<file path="src/rtl/mips_reg_display_pkg.sv">
// Shared constants, types and the active-high hex-to-7-segment glyph table
// used by the register display and any other 7-segment users.
package mips_reg_display_pkg;

    localparam int REG_ID_W    = 5;
    localparam int DATA_W      = 32;
    localparam int DIGIT_W     = 4;
    localparam int NUM_DIGITS  = DATA_W / DIGIT_W;
    localparam int DIGIT_IDX_W = $clog2(NUM_DIGITS);

    typedef logic [REG_ID_W-1:0]    reg_id_t;
    typedef logic [DIGIT_IDX_W-1:0] digit_idx_t;
    typedef logic [6:0]             seg_t;      // {g,f,e,d,c,b,a}

    // Active-high glyphs; callers invert for common-anode displays.
    function automatic seg_t hex_to_seg(input logic [DIGIT_W-1:0] nib);
        seg_t glyph;
        case (nib)
            4'h0:    glyph = 7'h3F;
            4'h1:    glyph = 7'h06;
            4'h2:    glyph = 7'h5B;
            4'h3:    glyph = 7'h4F;
            4'h4:    glyph = 7'h66;
            4'h5:    glyph = 7'h6D;
            4'h6:    glyph = 7'h7D;
            4'h7:    glyph = 7'h07;
            4'h8:    glyph = 7'h7F;
            4'h9:    glyph = 7'h6F;
            4'hA:    glyph = 7'h77;
            4'hB:    glyph = 7'h7C;
            4'hC:    glyph = 7'h39;
            4'hD:    glyph = 7'h5E;
            4'hE:    glyph = 7'h79;
            4'hF:    glyph = 7'h71;
            default: glyph = 7'h00;
        endcase
        return glyph;
    endfunction

endpackage

</file>
<file path="src/rtl/mips_reg_display_if.sv">
// Register-inspection link to the core plus the multiplexed 7-segment outputs.
// master = display front end, slave = core/board side.
interface mips_reg_display_if;
    import mips_reg_display_pkg::*;

    reg_id_t                 reg_out_id;
    logic [DATA_W-1:0]       reg_out_data;
    logic [NUM_DIGITS-1:0]   an;
    seg_t                    seg;
    logic                    dp;

    modport master (output reg_out_id, an, seg, dp, input reg_out_data);
    modport slave  (input reg_out_id, an, seg, dp, output reg_out_data);
endinterface

</file>
<file path="src/rtl/mips_reg_display_btn_debounce.sv">
// Pushbutton conditioner: 2-FF synchronizer, stability counter and a
// single-cycle pulse on an accepted press (release produces no pulse).
module mips_reg_display_btn_debounce #(
    parameter int DEBOUNCE_CYCLES = 500000
) (
    input  logic clock,
    input  logic reset,
    input  logic btn_raw,
    output logic rise
);
    localparam int CNT_W = $clog2(DEBOUNCE_CYCLES);
    localparam logic [CNT_W-1:0] CNT_LAST = CNT_W'(DEBOUNCE_CYCLES - 1);
    localparam logic [CNT_W-1:0] CNT_ONE  = CNT_W'(1);
    localparam logic [CNT_W-1:0] CNT_ZERO = CNT_W'(0);

    logic             sync1_r;
    logic             sync2_r;
    logic             level_r;
    logic             rise_r;
    logic [CNT_W-1:0] cnt_r;

    // Synchronize, then accept a new level only after it has been stable long enough.
    always_ff @(posedge clock or negedge reset) begin
        if (!reset) begin
            sync1_r <= 1'b0;
            sync2_r <= 1'b0;
            level_r <= 1'b0;
            rise_r  <= 1'b0;
            cnt_r   <= CNT_ZERO;
        end else begin
            sync1_r <= btn_raw;
            sync2_r <= sync1_r;
            rise_r  <= 1'b0;
            if (sync2_r == level_r) begin
                cnt_r <= CNT_ZERO;
            end else if (cnt_r == CNT_LAST) begin
                cnt_r   <= CNT_ZERO;
                level_r <= sync2_r;
                rise_r  <= sync2_r;
            end else begin
                cnt_r <= cnt_r + CNT_ONE;
            end
        end
    end

    assign rise = rise_r;
endmodule

</file>
<file path="src/rtl/mips_reg_display.sv">
// Register selector and 8-digit hex scanner for the core's register-inspection port.
// Buttons step the selected register; a snapshot of its value is scanned onto the display.
module mips_reg_display
    import mips_reg_display_pkg::*;
#(
    parameter int REFRESH_DIV     = 50000,
    parameter int DEBOUNCE_CYCLES = 500000
) (
    input  logic                 clock,
    input  logic                 reset,
    input  logic                 btn_next,
    input  logic                 btn_prev,
    input  logic                 hold,
    mips_reg_display_if.master   bus
);
    localparam int REF_W = $clog2(REFRESH_DIV);
    localparam logic [REF_W-1:0] REF_LAST  = REF_W'(REFRESH_DIV - 1);
    localparam logic [REF_W-1:0] REF_ONE   = REF_W'(1);
    localparam logic [REF_W-1:0] REF_ZERO  = REF_W'(0);
    localparam reg_id_t          ID_ONE    = REG_ID_W'(1);
    localparam digit_idx_t       IDX_ONE   = DIGIT_IDX_W'(1);
    localparam digit_idx_t       IDX_LAST  = DIGIT_IDX_W'(NUM_DIGITS - 1);
    localparam digit_idx_t       IDX_ZERO  = DIGIT_IDX_W'(0);

    logic                  next_pulse_s;
    logic                  prev_pulse_s;
    logic                  hold_sync1_r;
    logic                  hold_sync2_r;
    reg_id_t               reg_id_r;
    reg_id_t               prev_id_r;
    reg_id_t               id_next_s;
    logic [DATA_W-1:0]     snapshot_r;
    logic [REF_W-1:0]      ref_cnt_r;
    digit_idx_t            digit_idx_r;
    logic                  ref_tc_s;
    logic                  load_snap_s;
    logic [DIGIT_W-1:0]    nibble_s;
    logic [NUM_DIGITS-1:0] an_r;
    seg_t                  seg_r;
    logic                  dp_r;

    mips_reg_display_btn_debounce #(.DEBOUNCE_CYCLES(DEBOUNCE_CYCLES)) u_deb_next (
        .clock(clock), .reset(reset), .btn_raw(btn_next), .rise(next_pulse_s)
    );
    mips_reg_display_btn_debounce #(.DEBOUNCE_CYCLES(DEBOUNCE_CYCLES)) u_deb_prev (
        .clock(clock), .reset(reset), .btn_raw(btn_prev), .rise(prev_pulse_s)
    );

    assign ref_tc_s = (ref_cnt_r == REF_LAST);
    // A changed id reloads regardless of hold; a scan wrap reloads only when not held.
    assign load_snap_s = (prev_id_r != reg_id_r) ||
                         (ref_tc_s && (digit_idx_r == IDX_LAST) && !hold_sync2_r);

    // Next register index; simultaneous presses cancel out.
    always_comb begin
        id_next_s = reg_id_r;
        if (next_pulse_s && !prev_pulse_s) begin
            id_next_s = reg_id_r + ID_ONE;
        end else if (prev_pulse_s && !next_pulse_s) begin
            id_next_s = reg_id_r - ID_ONE;
        end else begin
            id_next_s = reg_id_r;
        end
    end

    // Nibble of the snapshot belonging to the currently scanned digit.
    always_comb begin
        nibble_s = snapshot_r[{digit_idx_r, 2'b00} +: DIGIT_W];
    end

    // Selection, snapshot, hold synchronizer and scan counters.
    always_ff @(posedge clock or negedge reset) begin
        if (!reset) begin
            hold_sync1_r <= 1'b0;
            hold_sync2_r <= 1'b0;
            reg_id_r     <= {REG_ID_W{1'b0}};
            prev_id_r    <= {REG_ID_W{1'b0}};
            snapshot_r   <= {DATA_W{1'b0}};
            ref_cnt_r    <= REF_ZERO;
            digit_idx_r  <= IDX_ZERO;
        end else begin
            hold_sync1_r <= hold;
            hold_sync2_r <= hold_sync1_r;
            reg_id_r     <= id_next_s;
            prev_id_r    <= reg_id_r;
            if (load_snap_s) begin
                snapshot_r <= bus.reg_out_data;
            end else begin
                snapshot_r <= snapshot_r;
            end
            if (ref_tc_s) begin
                ref_cnt_r   <= REF_ZERO;
                digit_idx_r <= digit_idx_r + IDX_ONE;
            end else begin
                ref_cnt_r   <= ref_cnt_r + REF_ONE;
                digit_idx_r <= digit_idx_r;
            end
        end
    end

    // Display drivers, registered one cycle behind the digit index.
    always_ff @(posedge clock or negedge reset) begin
        if (!reset) begin
            an_r  <= {NUM_DIGITS{1'b1}};
            seg_r <= 7'h7F;
            dp_r  <= 1'b1;
        end else begin
            an_r  <= ~({{(NUM_DIGITS-1){1'b0}}, 1'b1} << digit_idx_r);
            seg_r <= ~hex_to_seg(nibble_s);
            dp_r  <= ~(hold_sync2_r && (digit_idx_r == IDX_ZERO));
        end
    end

    assign bus.reg_out_id = reg_id_r;
    assign bus.an         = an_r;
    assign bus.seg        = seg_r;
    assign bus.dp         = dp_r;
endmodule

</file>
<file path="src/flat_wrapper.sv">
// flat-port wrapper written by rule: the top's interface ports become plain ports
module mips_reg_display_flat import mips_reg_display_pkg::*;
#(
    parameter int REFRESH_DIV     = 50000,
    parameter int DEBOUNCE_CYCLES = 500000
)
  (clock, reset, btn_next, btn_prev, hold, bus_reg_out_id, bus_an, bus_seg, bus_dp, bus_reg_out_data);
  mips_reg_display_if bus_i ();
  input  logic clock;
  input  logic reset;
  input  logic btn_next;
  input  logic btn_prev;
  input  logic hold;
  output wire logic [$bits(bus_i.reg_out_id)-1:0] bus_reg_out_id;
  output wire logic [$bits(bus_i.an)-1:0] bus_an;
  output wire logic [$bits(bus_i.seg)-1:0] bus_seg;
  output wire logic [$bits(bus_i.dp)-1:0] bus_dp;
  input wire logic [$bits(bus_i.reg_out_data)-1:0] bus_reg_out_data;
  assign bus_reg_out_id = bus_i.reg_out_id;
  assign bus_an = bus_i.an;
  assign bus_seg = bus_i.seg;
  assign bus_dp = bus_i.dp;
  assign bus_i.reg_out_data = bus_reg_out_data;
  mips_reg_display #(.REFRESH_DIV(REFRESH_DIV), .DEBOUNCE_CYCLES(DEBOUNCE_CYCLES)) u_core (.clock(clock), .reset(reset), .btn_next(btn_next), .btn_prev(btn_prev), .hold(hold), .bus(bus_i));
endmodule
</file>
<file path="config.mk">
export PLATFORM = sky130hd
export DESIGN_NAME = mips_reg_display_flat
export DESIGN_NICKNAME = d
export VERILOG_FILES = /design/src/rtl/mips_reg_display_pkg.sv /design/src/rtl/mips_reg_display_if.sv /design/src/rtl/mips_reg_display_btn_debounce.sv /design/src/rtl/mips_reg_display.sv /design/src/flat_wrapper.sv
export SDC_FILE = /design/constraint.sdc
export NUM_CORES = 1
export LEC_CHECK = 0
export BUFFER_PORTS_ARGS = -buffer_cell sky130_fd_sc_hd__buf_2
export CAP_MARGIN = 25
export CORE_UTILIZATION = 53
export DETAILED_ROUTE_END_ITERATION = 8
export GPL_ROUTABILITY_DRIVEN = 1
export PLACE_DENSITY = 0.76
export SLEW_MARGIN = 15
export SYNTH_ARGS = -nofsm -noshare
export SYNTH_HDL_FRONTEND = slang
export SYNTH_HIERARCHICAL = 1
export SYNTH_SLANG_ARGS = --single-unit
</file>
<file path="constraint.sdc">
create_clock -name clock -period 2.25 [get_ports clock]
set_input_delay 0 -clock clock [delete_from_list [all_inputs] [get_ports clock]]
set_output_delay 0 -clock clock [all_outputs]
set_load 0.005 [all_outputs]
</file>
* Yosys cells after proc, flatten, opt, wreduce, memory -nomap -nowiden
Memory sizes are Yosys's and may differ from the RTL's.
Index checks and enable logic that the tools add are counted.
** Word-level totals
- Register bits :: 125
- Word-level logic and storage cells :: 65
- Input bits :: 37
- Memories :: 1
- Memory bits (read-only) :: 112
** Operators by class
- Add/subtract/negate cells :: 6
- Shifts and indexed selects :: 2
- Equal/unequal tests :: 7
- Reductions and logical operators :: 13
- Bitwise gates (word level) :: 5
- Multiplexer cells :: 11
** Memories
- (name not given) :: depth 16, bits a word 7, read ports 1, clocked after Yosys merged registers in 0, wr ports 0, line mips_reg_display_pkg.sv:18 : case (nib)
** Operators by type and width (count)
- two-way mux 19 bit :: 4
- adder 19 x 1 -> 19 bit, second input constant :: 2
- equality test 19 bit, second input constant :: 2
- indexed part select 32 x 6 -> 4 bit :: 1
- adder 16 x 1 -> 16 bit, second input constant :: 1
- equality test 16 bit, second input constant :: 1
- two-way mux 16 bit :: 1
- two-way mux 5 bit :: 2
- NOT 8 bit :: 1
- left shift 1 x 3 -> 8 bit, first input constant :: 1
- NOT 7 bit :: 1
- adder 5 x 1 -> 5 bit, second input constant :: 1
- logical AND 1 bit :: 5
- inequality test 5 bit :: 1
- subtractor 5 x 1 -> 5 bit, second input constant :: 1
- two-way mux 1 bit :: 4
- AND reduction 2 bit :: 2
- adder 3 x 1 -> 3 bit, second input constant :: 1
- equality test 3 bit, second input constant :: 1
- zero test 1 bit :: 3
- zero test 3 bit :: 1
- NOT 1 bit :: 3
- equality test 1 bit :: 2
- nonzero test 2 bit :: 1
- logical OR 1 bit :: 1

* Logic depth before layout (Yosys ltp)
Gate-level depths: netlist of the first run.
- Depth in word-level cells :: 4
- Mapped depth :: 9
- Depth with buffers taken out :: 9

* Cells and area by module
Netlist of the first run, hierarchy kept.
** Modules (own cells, without submodules)
- mips_reg_display :: cells each 268, times used 1, area an instance 3656.0 µm², seq. area each 1996.9 µm²
- mips_reg_display_btn_debounce :: cells each 110, times used 2, area an instance 1118.6 µm², seq. area each 575.6 µm²

* Worst setup path after synthesis of the first run
No wires, ideal clock.
- Path type :: register to register
- Start point :: register u_core.digit_idx_r[0]
- End point :: register u_core.seg_r[3], in the netlist u_core/bus.seg[3]
- Period minus slack after synthesis :: 2.247 ns
- Setup time :: 0.084 ns
- Setup slack :: 0.003 ns
- Arrival :: 2.163 ns
- Stages on the path, launching flop included :: 8
- Required time :: 2.166 ns
- Cell sequence :: dfrtp_1 > buf_2 > mux4_2 > mux2i_1 > inv_1 > ha_1 > a211oi_1 > a21oi_1
** Between the ends
- Word-level cells in the longest chain between the ends :: 3
** Ends and longest elaborated chain
- start, declared :: line mips_reg_display.sv:34 : digit_idx_t digit_idx_r;
- start signal, assigned :: line mips_reg_display.sv:93 : digit_idx_r <= digit_idx_r + IDX_ONE;
- start signal, assigned :: line mips_reg_display.sv:96 : digit_idx_r <= digit_idx_r;
- indexed part select 32 x 6 -> 4 bit :: line mips_reg_display.sv:68 : nibble_s = snapshot_r[{digit_idx_r, 2'b00} +: DIGIT_W];
- memory (16 x 7 bit)
- NOT 7 bit :: line mips_reg_display.sv:109 : seg_r <= ~hex_to_seg(nibble_s);
- end signal, assigned :: line mips_reg_display.sv:109
- end, declared :: line mips_reg_display.sv:39 : seg_t seg_r;
No other way between the ends.
A chain may end at the register's enable or synchronous reset.

* Worst setup path in the final report of the first run
- Start point :: register u_core.ref_cnt_r[5]
- End point :: register u_core.snapshot_r[31]
** Between the ends
- Word-level cells in the longest chain between the ends :: 4
** Ends and longest elaborated chain
- start, declared :: line mips_reg_display.sv:33 : logic [REF_W-1:0] ref_cnt_r;
- start signal, assigned :: line mips_reg_display.sv:95 : ref_cnt_r <= ref_cnt_r + REF_ONE;
- equality test 16 bit :: line mips_reg_display.sv:49 : assign ref_tc_s = (ref_cnt_r == REF_LAST);
- logical AND 1 bit (2 in a row) :: line mips_reg_display.sv:52 : (ref_tc_s && (digit_idx_r == IDX_LAST) && !hold_sync2_r);
- logical OR 1 bit :: line mips_reg_display.sv:51 : assign load_snap_s = (prev_id_r != reg_id_r) ||
- end signal, assigned :: line mips_reg_display.sv:78 : snapshot_r <= {DATA_W{1'b0}};
- end signal, assigned :: line mips_reg_display.sv:87 : snapshot_r <= bus.reg_out_data;
- end signal, assigned :: line mips_reg_display.sv:89 : snapshot_r <= snapshot_r;
- end, declared :: line mips_reg_display.sv:32 : logic [DATA_W-1:0] snapshot_r;
No other way between the ends.

==> flow_metrics.tcl, run 1 <==
set metrics [dict create \
    status "finished, final reports clean" \
    clock_latency_ps 520 \
    final-setup-viol-count 0 \
    reg2reg_from "u_core/ref_cnt_r[5]$_DFF_PN0_" \
    drt_iter0_drc 178 \
    relSlewSlack_pct 52.8 \
    p_int_w 0.00407 \
    drive_gt1_share_pct 27.1 \
    grt_max_degree 76 \
    cp_slowest_stage_delay_ps 540 \
    cp-startpoint "u_core/ref_cnt_r[5]$_DFF_PN0_" \
    crit_required_ps 2650 \
    syn-num-nets 545 \
    p_leak_nw 3.50 \
    fin_crit_sh_pct 99.8 \
    async_flop_share_pct 100 \
    regToRegSetupSlack_ps 6 \
    wire_per_inst_um 16.8 \
    antenna_left 0 \
    numCtsBuffers 17 \
    antenna_found_initial 1 \
    fin_skew_ps 8.39 \
    grt_pass1_vias 4409 \
    die-area_um2 11500 \
    synthCells 488 \
    r2r_cells 6 \
    fmax_mhz 446 \
    cp_slowest_cell "or4bb_4" \
    synth_top_area_cell "dfrtp_1" \
    p_comb_share_pct 3.4 \
    critPathKind "reg2reg" \
    grt_pass1_wl_um 20800 \
    seqPwrFrac_pct 44.9 \
    crit_fanout 6 \
    cts_tree "yes" \
    firstDrtPassIters 7 \
    core_area_um2 10800 \
    fin_tns_setup_ps 0 \
    synthFlopType "dfrtp_1" \
    area_growth_pct 27.4 \
    hold_path_class "in2async" \
    clock_sinks 125 \
    postLayoutSetupSlackWorst_ps 5.62 \
    tightestPinTransition_ps 702 \
    post-route-drc-count 0 \
    switchingPower_w 0.00102 \
    fin_crit_ps 2240 \
    syn_avg_cell_area_um2 12.1 \
    vias_per_cell 5.54 \
    die_y_um 107 \
    hpwl_um 8030 \
    cts_root_buf "clkbuf_8" \
    rsz0062_at_grt "true" \
    max_cap_violations 0 \
    yosysTopAreaCellShare_pct 46.3 \
    p_per_area_nw_per_um2 678 \
    wirelength_um 12900 \
    synthDistinctLibCells 48 \
    clk_pin_slew_ps 60 \
    grt_usage_pct 23.9 \
    htreeDepth 4 \
    dpl_worst_slack_ps 58.2 \
    p_clk_share_pct 51.7 \
    ys_seq_elements 125 \
    synth_warnings 6 \
    ios 58 \
    crit_arrival_ps 2640 \
    seq_area_frac_synth_pct 53.4 \
    synth_area_leaders "dfrtp_1, dfstp_2, xnor2_1" \
    finalHoldViolCount 0 \
    die_w_um 107 \
    synth_area_um2 5890 \
    timing.rr.end "u_core/snapshot_r[31]$_DFFE_PN0P_" \
    rows 38 \
    final_nets 672 \
    vias 4252 \
    start_util_pct 54.4 \
    path_cells "or4bb_4, nor4_4, nand3b_1, nand3_4, buf_4, mux2_1" \
    p_sw_share_pct 20.1 \
    clock_path_buffers 2 \
    start_kind "flip-flop" \
    hold_slack_ps 52.9 \
    synth-edff-count 0 \
    fin_util_pct 69.3 \
    vdd_drop_max_mv 0.560 \
    slew_violations 0 \
    place_congestion 0.833 \
    grt-ovfl-total 0 \
    end_kind "flip-flop" \
    numPortBuffers 57 \
]
## cells by family (layout without fill, tap and decap cells)
group                    after synthesis  after routing  synth area share, %
AND/OR/NAND/NOR                      173            173                 15.5
flip-flops                           125            125                 53.4
XOR/XNOR                              56             56                 8.32
multiplexers                          54             54                 12.3
buffers and inverters                 32            171                 2.55
AO/OA/AOI/OAI                         28             28                 3.59
adder cells (fa/ha/maj)               20             20                 4.37
other                                  0              1                    0
## worst max-delay path, delay by kind of cell (launching register included)
kind | cells | cell delay [ps]
multiplexers | 1 | 330
buffers and inverters | 1 | 190
AND/OR/NAND/NOR | 4 | 1180
flip-flops | 1 | 420
## layout by cell type (no fill, tap or decap), drive strengths merged, types with 9 or more instances in the layout
cell type    instances
nand4               21
dfstp               16
inv                 17
nor3                15
xnor2               35
ha                  19
buf                 85
nor2                50
mux2                36
mux2i               10
dfrtp              109
clkbuf              27
o21ai                9
dlygate4sd3         37
nand2               32
nand3               22
xor2                21
## power groups by stage
stage / Sequential [W] / Combinational, W / Clock [W]
floorplan: 0.00232 / 0.0000322 / 0
global placement: 0.00232 / 0.000118 / 0
detailed placement: 0.00232 / 0.000122 / 0
CTS: 0.00229 / 0.000174 / 0.00269
global route: 0.00229 / 0.000193 / 0.00279
finish: 0.00229 / 0.000174 / 0.00263
## registers in the layout, summed over array words and instances (netlist names), 3 cells and up
register,cells
u_core/u_deb_next/cnt_r,19
u_core/prev_id_r,5
u_core/bus.an,8
u_core/bus.reg_out_id,5
u_core/digit_idx_r,3
u_core/ref_cnt_r,16
u_core/u_deb_prev/cnt_r,19
u_core/bus.seg,7
u_core/snapshot_r,32
## layer usage
| layer | GRT usage [%] | routed length (um) | up-vias |
|---|---|---|---|
| met5 | 0 | 0 | - |
| met4 | 11.0 | 310 | 0 |
| met3 | 5.63 | 486 | 30 |
| met2 | 41.8 | 6910 | 115 |
| met1 | 27.6 | 5230 | 2145 |
| li1 | - | - | 1962 |
## area by class of cell
cell class / count / area [um^2]
flip-flops and latches: 125 / 3150
fillers: 728 / 3330
clock buffers: 26 / 498
repair buffers: 123 / 926
well taps: 140 / 175
diodes: 1 / 2.50
inverters: 17 / 63.8
clock inverters: 5 / 80.1
multi-input cells: 331 / 2610
## through the flow
step                      total power, W  area, um^2  std cells
final                            0.00509        7510        768
after global routing             0.00527        7510        768
after CTS                        0.00515        7400        759
after detailed placement         0.00244        6450        691
after global placement           0.00244        6450        691
after floorplan                  0.00235        5890        488
## synth_stat cells (all sizes together), types with 3 or more instances
cell type / count
a21oi: 7
and2: 3
and3: 4
buf: 9
clkbuf: 6
dfrtp: 109
dfstp: 16
ha: 19
inv: 17
mux2: 36
mux2i: 10
mux4: 8
nand2: 32
nand3: 22
nand4: 21
nor2: 50
nor3: 15
nor4: 8
nor4b: 5
o21ai: 9
o31ai: 3
xnor2: 35
xor2: 21
## worst max path at each step
stage | to | slack [ps] | cells after the start
floorplan | u_core/bus.seg[3]$_DFF_PN1_ | 3 | 7
global placement | u_core/snapshot_r[15]$_DFFE_PN0P_ | 130 | 6
detailed placement | u_core/snapshot_r[29]$_DFFE_PN0P_ | 60 | 6
CTS | u_core/snapshot_r[29]$_DFFE_PN0P_ | 40 | 6
global route | u_core/snapshot_r[31]$_DFFE_PN0P_ | -50 | 6
finish | u_core/snapshot_r[31]$_DFFE_PN0P_ | 6 | 6
## repair_timing
item,CTS,global route
hold endpoints to repair,153,0
buffers inserted,0,6
resized for setup,0,6
hold buffers,37,0
endpoints found under the setup margin,0,16
No activity file was read; power rests on OpenSTA's default activity.
==> run 2, diff against run 1 <==
--- a/config.mk
+++ b/config.mk
@@ -6,7 +6,6 @@
 export NUM_CORES = 1
 export LEC_CHECK = 0
 export BUFFER_PORTS_ARGS = -buffer_cell sky130_fd_sc_hd__buf_2
-export CAP_MARGIN = 25
 export CORE_UTILIZATION = 53
 export DETAILED_ROUTE_END_ITERATION = 8
 export GPL_ROUTABILITY_DRIVEN = 1
==> constraint.sdc (replaced) <==
create_clock -name clock -period 2 [get_ports clock]
set_input_delay 0 -clock clock [delete_from_list [all_inputs] [get_ports clock]]
set_output_delay 0 -clock clock [all_outputs]
set_load 0.005 [all_outputs]
==> flow_metrics.tcl, run 2 (synthesis gave the netlist of run 1 again) <==
set metrics [dict create \
    status "finished, violations left" \
    violations "setup timing" \
    final-setup-viol-count 39 \
    post-route-drc-count 0 \
    fin_crit_ps 2320 \
    fin_tns_setup_ps -9730 \
    drt_iter0_drc 262 \
    final_common_cell "dfrtp_1" \
    fin_skew_ps 16.9 \
    numCtsBuffers 17 \
    antenna_found_initial 0 \
    clock_path_buffers 2 \
    grt_pass1_vias 4273 \
    cts_root_buf "clkbuf_8" \
    max_cap_violations 0 \
    diodes 0 \
    p_per_area_nw_per_um2 739 \
    crit_fanout 8 \
    crit_required_ps 2420 \
    seqPwrFrac_pct 44.2 \
    grt_pass1_wl_um 20200 \
    vdd_drop_max_mv 0.499 \
    area_growth_pct 33.4 \
    p_clk_share_pct 52.4 \
    p_leak_nw 3.57 \
    numPortBuffers 57 \
    top_regs "u_core/snapshot_r x32, u_core/u_deb_next/cnt_r x19, u_core/u_deb_prev/cnt_r x19" \
    die_y_um 107 \
    fin_util_pct 72.5 \
    switchingPower_w 0.00120 \
    fin_crit_sh_pct 116 \
    top_register "u_core/snapshot_r" \
    critPathKind "reg2reg" \
    core_area_um2 10800 \
    start_util_pct 54.4 \
    antenna_left 0 \
    drive_gt1_share_pct 34.1 \
    largest_reg_flops 32 \
    hold_slack_ps 42.5 \
    grt-ovfl-total 0 \
    clock_sinks 125 \
    crit_arrival_ps 2740 \
    r2r_cells 6 \
    relSlewSlack_pct 65.3 \
    final_nets 689 \
    hold_path_class "in2async" \
    wire_per_inst_um 18.6 \
    die-area_um2 11500 \
    firstDrtPassIters 5 \
    vias 4396 \
    fmax_mhz 431 \
    htreeDepth 4 \
    p_comb_share_pct 3.4 \
    die_w_um 107 \
    slew_violations 0 \
    end_kind "flip-flop" \
    grt_max_degree 74 \
    wirelength_um 14600 \
    postLayoutSetupSlackWorst_ps -321 \
    finalHoldViolCount 0 \
    p_total_w 0.00581 \
    clk_pin_slew_ps 70 \
    hpwl_um 7840 \
    rows 38 \
    place_congestion 0.825 \
    p_int_w 0.00461 \
    clock_latency_ps 540 \
    vias_per_cell 5.60 \
    mostFrequentLayoutCells "dfrtp_1, buf_2, nor2_1, dlygate4sd3_1" \
    p_sw_share_pct 20.7 \
    grt_usage_pct 23.1 \
    dpl_worst_slack_ps -147 \
    tightestPinTransition_ps 520 \
    start_kind "flip-flop" \
    ios 58 \
    cts_tree "yes" \
    rsz0062_at_grt "true" \
]
[run 2: critical path, stage by stage (launching register included)]
cell       delay, ps
dfrtp_1          400
or4bb_1          570
nor4_4           340
nand3b_1         180
nand3_4          200
clkbuf_16        200
mux2_4           330
[run 2: path summary, 6_finish.rpt]
kind | startpoint | endpoint | slack, ps
min in group clock | btn_prev | u_core/u_deb_prev/sync1_r$_DFF_PN0_ | 120
max in group asynchronous | reset | u_core/u_deb_next/cnt_r[15]$_DFF_PN0_ | 1520
worst min-delay path | reset | u_core/snapshot_r[26]$_DFFE_PN0P_ | 40
worst max-delay path | u_core/ref_cnt_r[11]$_DFF_PN0_ | u_core/snapshot_r[2]$_DFFE_PN0P_ | -320
worst max register to register | u_core/ref_cnt_r[11]$_DFF_PN0_ | u_core/snapshot_r[2]$_DFFE_PN0P_ | -320
worst min register to register | u_core/u_deb_prev/sync1_r$_DFF_PN0_ | u_core/u_deb_prev/sync2_r$_DFF_PN0_ | 360
[run 2: final cells by class]
cell class / count / area, um^2
sequential: 125 / 3150
fill: 668 / 2980
multi-input combinational: 331 / 2800
timing repair buffer: 140 / 1100
clock buffer: 25 / 464
tap: 140 / 175
clock inverter: 7 / 115
inverter: 17 / 63.8
[run 2: power groups by stage]
stage               sequential [W]  combinational [W]  clock (W)
floorplan                  0.00260          0.0000362          0
global placement           0.00261           0.000134          0
detailed placement         0.00261           0.000138          0
CTS                        0.00257           0.000194    0.00305
global route               0.00257           0.000222    0.00321
finish                     0.00257           0.000198    0.00304
[run 2: stage by stage]
stage,instance area (um^2),instances
after floorplan,5920,488
after global placement,6620,706
after detailed placement,6620,706
after CTS,7560,774
after global routing,7860,785
final,7860,785
[run 2: what timing repair did]
action,in CTS,in global routing
endpoints found under the hold margin,144,1
gates cloned,0,4
endpoints found under the setup margin,36,39
setup buffers,0,6
resized for setup,3,48
pin swaps,0,8
hold buffers,36,1
[run 2: per-layer routing]
layer  wire length (um)  GRT usage (%)
met1               5820           28.9
met5                  0              0
met3                759           7.69
met4                494           8.12
met2               7510           37.5
